**src/rtl/dmux16_stream.sv**
```systemverilog
// ----------------------------------------------------------------------------
// dmux16_stream
//
// 1-to-2 stream demultiplexer for `width`-bit words (inverse of mux16_bit).
// Each accepted input word is steered to channel 0 or channel 1 according to
// `s`. Each channel owns a one-deep registered holding stage with its own
// valid/ready handshake, so the two consumers drain independently.
//
// Ports:
//   clk         in   system clock, rising-edge active
//   reset       in   asynchronous active-high reset, clears all state
//   in          in   [width] data word from the producer
//   in_valid    in   producer has a word on `in`
//   in_ready    out  selected channel can take a word (combinational)
//   s           in   channel select, 0 -> out0, 1 -> out1 (sampled on accept)
//   out0        out  [width] registered data, channel 0
//   out0_valid  out  channel 0 holds a word
//   out0_ready  in   consumer 0 takes the word
//   out1        out  [width] registered data, channel 1
//   out1_valid  out  channel 1 holds a word
//   out1_ready  in   consumer 1 takes the word
//
// Optional feature, enabled by defining DMUX16_COUNT_EN:
//   count0      out  [16] words accepted into channel 0 (wrapping)
//   count1      out  [16] words accepted into channel 1 (wrapping)
// ----------------------------------------------------------------------------
module dmux16_stream #(
    parameter int unsigned width = 16
) (
    input  logic             clk,
    input  logic             reset,
    input  logic [width-1:0] in,
    input  logic             in_valid,
    output logic             in_ready,
    input  logic             s,
    output logic [width-1:0] out0,
    output logic             out0_valid,
    input  logic             out0_ready,
    output logic [width-1:0] out1,
    output logic             out1_valid,
    input  logic             out1_ready
`ifdef DMUX16_COUNT_EN
    ,
    output logic [15:0]      count0,
    output logic [15:0]      count1
`endif
);

    typedef enum logic {
        EMPTY = 1'b0,
        FULL  = 1'b1
    } ch_state_t;

    ch_state_t state0, state0_next;
    ch_state_t state1, state1_next;

    logic accept;
    logic accept0;
    logic accept1;

    // ------------------------------------------------------------------
    // Readiness and accept decode
    // ------------------------------------------------------------------
    // A channel can take a word when it is empty or is being drained in
    // this same cycle, which is what gives back-to-back throughput.
    always_comb begin
        in_ready = 1'b0;
        if (s) begin
            in_ready = ~out1_valid | out1_ready;
        end else begin
            in_ready = ~out0_valid | out0_ready;
        end
    end

    always_comb begin
        accept  = in_valid & in_ready;
        accept0 = accept & ~s;
        accept1 = accept &  s;
    end

    // ------------------------------------------------------------------
    // Channel 0 state machine
    // ------------------------------------------------------------------
    always_ff @(posedge clk or posedge reset) begin
        if (reset) begin
            state0 <= EMPTY;
        end else begin
            state0 <= state0_next;
        end
    end

    always_comb begin
        state0_next = state0;
        unique case (state0)
            EMPTY: begin
                if (accept0) begin
                    state0_next = FULL;
                end
            end
            FULL: begin
                // A new word arriving while the old one drains keeps us FULL.
                if (accept0) begin
                    state0_next = FULL;
                end else if (out0_ready) begin
                    state0_next = EMPTY;
                end
            end
            default: state0_next = EMPTY;
        endcase
    end

    always_comb begin
        out0_valid = (state0 == FULL);
    end

    // ------------------------------------------------------------------
    // Channel 1 state machine
    // ------------------------------------------------------------------
    always_ff @(posedge clk or posedge reset) begin
        if (reset) begin
            state1 <= EMPTY;
        end else begin
            state1 <= state1_next;
        end
    end

    always_comb begin
        state1_next = state1;
        unique case (state1)
            EMPTY: begin
                if (accept1) begin
                    state1_next = FULL;
                end
            end
            FULL: begin
                if (accept1) begin
                    state1_next = FULL;
                end else if (out1_ready) begin
                    state1_next = EMPTY;
                end
            end
            default: state1_next = EMPTY;
        endcase
    end

    always_comb begin
        out1_valid = (state1 == FULL);
    end

    // ------------------------------------------------------------------
    // Data registers: load only on accept, keep last value after a drain
    // ------------------------------------------------------------------
    always_ff @(posedge clk or posedge reset) begin
        if (reset) begin
            out0 <= '0;
        end else if (accept0) begin
            out0 <= in;
        end
    end

    always_ff @(posedge clk or posedge reset) begin
        if (reset) begin
            out1 <= '0;
        end else if (accept1) begin
            out1 <= in;
        end
    end

`ifdef DMUX16_COUNT_EN
    // ------------------------------------------------------------------
    // Per-channel accept counters, free-running wrap at 16 bits
    // ------------------------------------------------------------------
    always_ff @(posedge clk or posedge reset) begin
        if (reset) begin
            count0 <= '0;
        end else if (accept0) begin
            count0 <= count0 + 16'd1;
        end
    end

    always_ff @(posedge clk or posedge reset) begin
        if (reset) begin
            count1 <= '0;
        end else if (accept1) begin
            count1 <= count1 + 16'd1;
        end
    end
`endif

endmodule

```
**config.mk**
```make
export PLATFORM = sky130hd
export DESIGN_NAME = dmux16_stream
export DESIGN_NICKNAME = d
export VERILOG_FILES = /design/src/rtl/dmux16_stream.sv
export SDC_FILE = /design/constraint.sdc
export NUM_CORES = 1
export LEC_CHECK = 0
export CORE_UTILIZATION = 45
export CTS_CLUSTER_DIAMETER = 60
export DETAILED_ROUTE_END_ITERATION = 8
export PLACE_DENSITY = 0.89
export SLEW_MARGIN = 20
export SYNTH_ARGS = -nofsm -noshare
export SYNTH_HDL_FRONTEND = slang
export SYNTH_SLANG_ARGS = --single-unit
```
**constraint.sdc**
```tcl
create_clock -name clk -period 3.8 [get_ports clk]
set_clock_uncertainty 0.05 [all_clocks]
set_input_delay 0.57 -clock clk [delete_from_list [all_inputs] [get_ports clk]]
set_output_delay 0.57 -clock clk [all_outputs]
set_load 0.02 [all_outputs]
```
# After elaboration in Yosys (flattened, before gate mapping)
# Cells that the tools add are included.
dict set report word_totals {
  ramBits 0
  mem_bits_ro 0
  mem_count 0
  output_inout_bits 35
  latch_bits 0
  reg_bits 34
  wordCells 21
  in_bits 22
}
dict set report op_classes {
  n_div 0
  addsub 0
  bitwise_logic 8
  magnitude_cmp 0
  n_eq_ne 0
  n_mul 0
  shifts 0
  n_reduce_logical 0
  muxes 9
}
# cell n
set op_table {}
lappend op_table {{$mux W1} 7}
lappend op_table {{$pmux W1 S2} 2}
lappend op_table {{$and A1 B1 Y1} 3}
lappend op_table {{$not A1 Y1} 3}
lappend op_table {{$or A1 B1 Y1} 2}

# Logic depth before layout (Yosys ltp)
dict set report depth {
  ltp_word 7
  ltp_mapped 4
  mapped_depth_nobuf 3
}

# Least setup slack after synthesis
# Ideal clock, no wire load.
dict set report synth_path {
  path_type {input to output}
  from {input port out0_ready}
  to {output port in_ready}
  t_required_ps 3180
  slack_ps 2093
  n_path_buf 0
  cell_stages 3
  arrival_time_ps 1087
  path_cell_list {nand2b_2 nor2_1 a21oi_1}
}
dict set report synth_between {
  elab_chain_cells 2
}
# element line
set synth_rtl {}
lappend synth_rtl {{start, declared} 38} ;# input logic out0_ready,
lappend synth_rtl {{$or A1 B1 Y1} 71} ;# in_ready = ~out0_valid | out0_ready;
lappend synth_rtl {{$mux W1} 68} ;# if (s) begin
lappend synth_rtl {{end, declared} 34} ;# output logic in_ready,
# No other way between the ends.

# Worst setup path after layout
# Same ends and word-level chain as after synthesis.

==> flow_summary.ini <==
[global_routing]
grt_max_degree = 35
met3_usage = 0.05669
grt_pass1_vias = 982
grt.overflow.total = 0
antenna_found_initial = 0
grtUsageTotal = 0.1930
grt-busiest-layer = met2
grt_pass1_wl_um = 4574
gr-usage-met2 = 0.3361
use_met1 = 0.2073

[finish]
stdcell_count = 171
fillers = 206
postLayoutCoreUtil = 0.7054
area_growth_pct = 45.79
seq_area_um2 = 850.8
insertedDiodeCount = 0
layout.nets = 163
multiInputGateArea_um2 = 479.2
drive_above_1_share = 0.3143

[run]
maxCapViolCount = 0

[routing]
first_pass_iters = 6
drt-vias-per-instance = 5.035
drc = 8
via_count = 861
wl_um = 2708
drtIter0Drc = 43
postRouteAntennaNets = 0
wire_per_inst_um = 15.84

[power_and_ir_drop]
clock_power_share = 0.193
switching_share = 0.2934
p_seq_frac = 0.463
p_sw_w = 0.0002911
power-per-cell-area_nw_per_um2 = 497.2
leakagePower_nw = 0.8650
combPwrFrac = 0.345
peakVddDrop_v = 0.0002996
power.internal_w = 0.0007011

[yosys]
syn_inst = 79
yosysWarnings = 0
yosys.area.top_type = dfrtp_1
ys_seq_area_frac = 0.6216
synth_nets = 101
ys_types = 15
synth_area_leaders = dfrtp_1, mux2_2, mux2_4
syn_area_um2 = 1369
synth-seq-cells = 34
synth.top_cell.area_share = 0.6216
synth.avg_cell_area_um2 = 17.33

[critical_path]
arrival_ns = 1.96
critPathRequiredTime_ns = 3.18
crit_chain = clkdlybuf4s50_1 -> nand2b_2 -> nor2_1 -> a21oi_1 -> clkdlybuf4s50_1
rr_startpoint = out1_valid$_DFF_PP0_
cp-end-kind = output port
cp_max_fo = 3
cpMostUsedCell = clkdlybuf4s50_1
crit_path_start_kind = input port
critPathMaxStageDelay_ns = 0.62
cp_num_buf_inv = 2
critical_path_class = in -> out
cp-startpoint = out0_ready
worst_path_max_delay_cell = clkdlybuf4s50_1
path_delay_family = buffers and inverters

[timing]
fin_crit_sh = 0.6796
timing.final.crit_period_ns = 2.583
maxSlewHeadroom = 0.5960
finalHoldViolCount = 0
worstMarginPinSlew_ns = 0.6046
fin_tns_setup_ns = 0
hold_slack_ns = 0.4596
setup_slack_ns = 1.217
drv_slew = 0
rsz0062_at_grt = no
finalSetupViolations = 0
fmax_ghz = 0.3872

[clocking]
clock_latency_ns = 0.33
cts_root_buf = clkbuf_4
cts_resized = 0
cts_setup_buffers = 0
path_clk_slew_ns = 0.09
cts_tree = done
clk_path_buf_depth = 2
htreeDepth = 2
cts_sinks = 34
cts_hold_repair.buffers = 0
cts_buffers = 5

[placement]
routabilityCongestion = 0.6734
io_buffer_count = 56
placedCellCount = 165
hpwl_um = 1920
pre_cts_slack_ns = 1.210

[hold_path]
hp-start = out0[6]$_DFFE_PP0P_
hold_path_class = reg -> reg

[floorplan]
die_y_um = 57.15
dieArea_um2 = 3266
initial_core_util = 0.4839
ios = 57
core_area_um2 = 2829
row_count = 19
die_w_um = 57.15

[run_status]
violations = design-rule violations
status = complete, but fails checks
area by class of cell:
type,instances,area share
sequential,34,0.4263
timing repair buffer,57,0.2846
multi-input combinational,41,0.2401
clock buffer,6,0.02571
tap,31,0.01944
inverter,2,0.003762
power groups by stage:
stage               Clock, W  Combinational (W)  Sequential (W)
floorplan                  0          0.0000939        0.000544
global placement           0           0.000339        0.000462
detailed placement         0           0.000345        0.000466
CTS                 0.000199           0.000346        0.000459
global route        0.000214           0.000360        0.000468
finish              0.000191           0.000342        0.000459
final timing paths:
kind / to / slack, ns / cells after the start
worst max-delay path: in_ready / 1.22 / 5
max in group asynchronous: out1[13]$_DFFE_PP0P_ / 2.83 / 3
min in group asynchronous: out1[6]$_DFFE_PP0P_ / 0.57 / 3
worst max register to register: out1[11]$_DFFE_PP0P_ / 2.21 / 3
worst min register to register: out0[6]$_DFFE_PP0P_ / 0.46 / 1
worst min-delay path: out0[6]$_DFFE_PP0P_ / 0.46 / 1
kinds of logic (layout without fill, tap and decap cells):
logic type             after synthesis  count (layout)  synth area share
AO/OA/AOI/OAI                        2               2          0.007306
multiplexers                        32              32            0.2907
AND/OR/NAND/NOR                      7               7           0.05210
buffers and inverters                4              65           0.02834
flip-flops                          34              34            0.6216
metal layers:
metal  part of all wire  vias up
li1                   -      395
met1               0.37      426
met2               0.54       35
met3              0.068        5
met4              0.017        0
met5                  0        -
synth_stat cells:
library cell  count
nand2_2           1
mux2_2           22
nor2b_4           1
o21ai_0           1
nand3b_4          1
a21oi_1           1
dfrtp_1          34
or2b_1            1
nor2_1            1
buf_12            1
mux2_4           10
inv_1             2
buf_6             1
nor2_4            1
nand2b_2          1
metrics by stage:
step,total power (W),area (um2)
CTS,0.001005,1996
floorplan,0.0006377,1369
global route,0.001041,1996
global placement,0.0008004,1944
detailed placement,0.0008114,1944
finish,0.0009922,1996
registers in the layout, indices dropped and copies added, names as in the netlist:
signal and flops:
out0 16, out0_valid 1, out1 16, out1_valid 1
placed cells by master, fill, tap and decap left out, drive strengths merged:
| cell | n |
|---|---|
| nand2b | 1 |
| nor2 | 2 |
| a21oi | 1 |
| or2b | 1 |
| clkdlybuf4s50 | 56 |
| nand3b | 1 |
| clkbuf | 6 |
| dfrtp | 34 |
| buf | 1 |
| inv | 2 |
| o21ai | 1 |
| nand2 | 1 |
| nor2b | 1 |
| mux2 | 32 |
(Power assumes the default switching activity.)
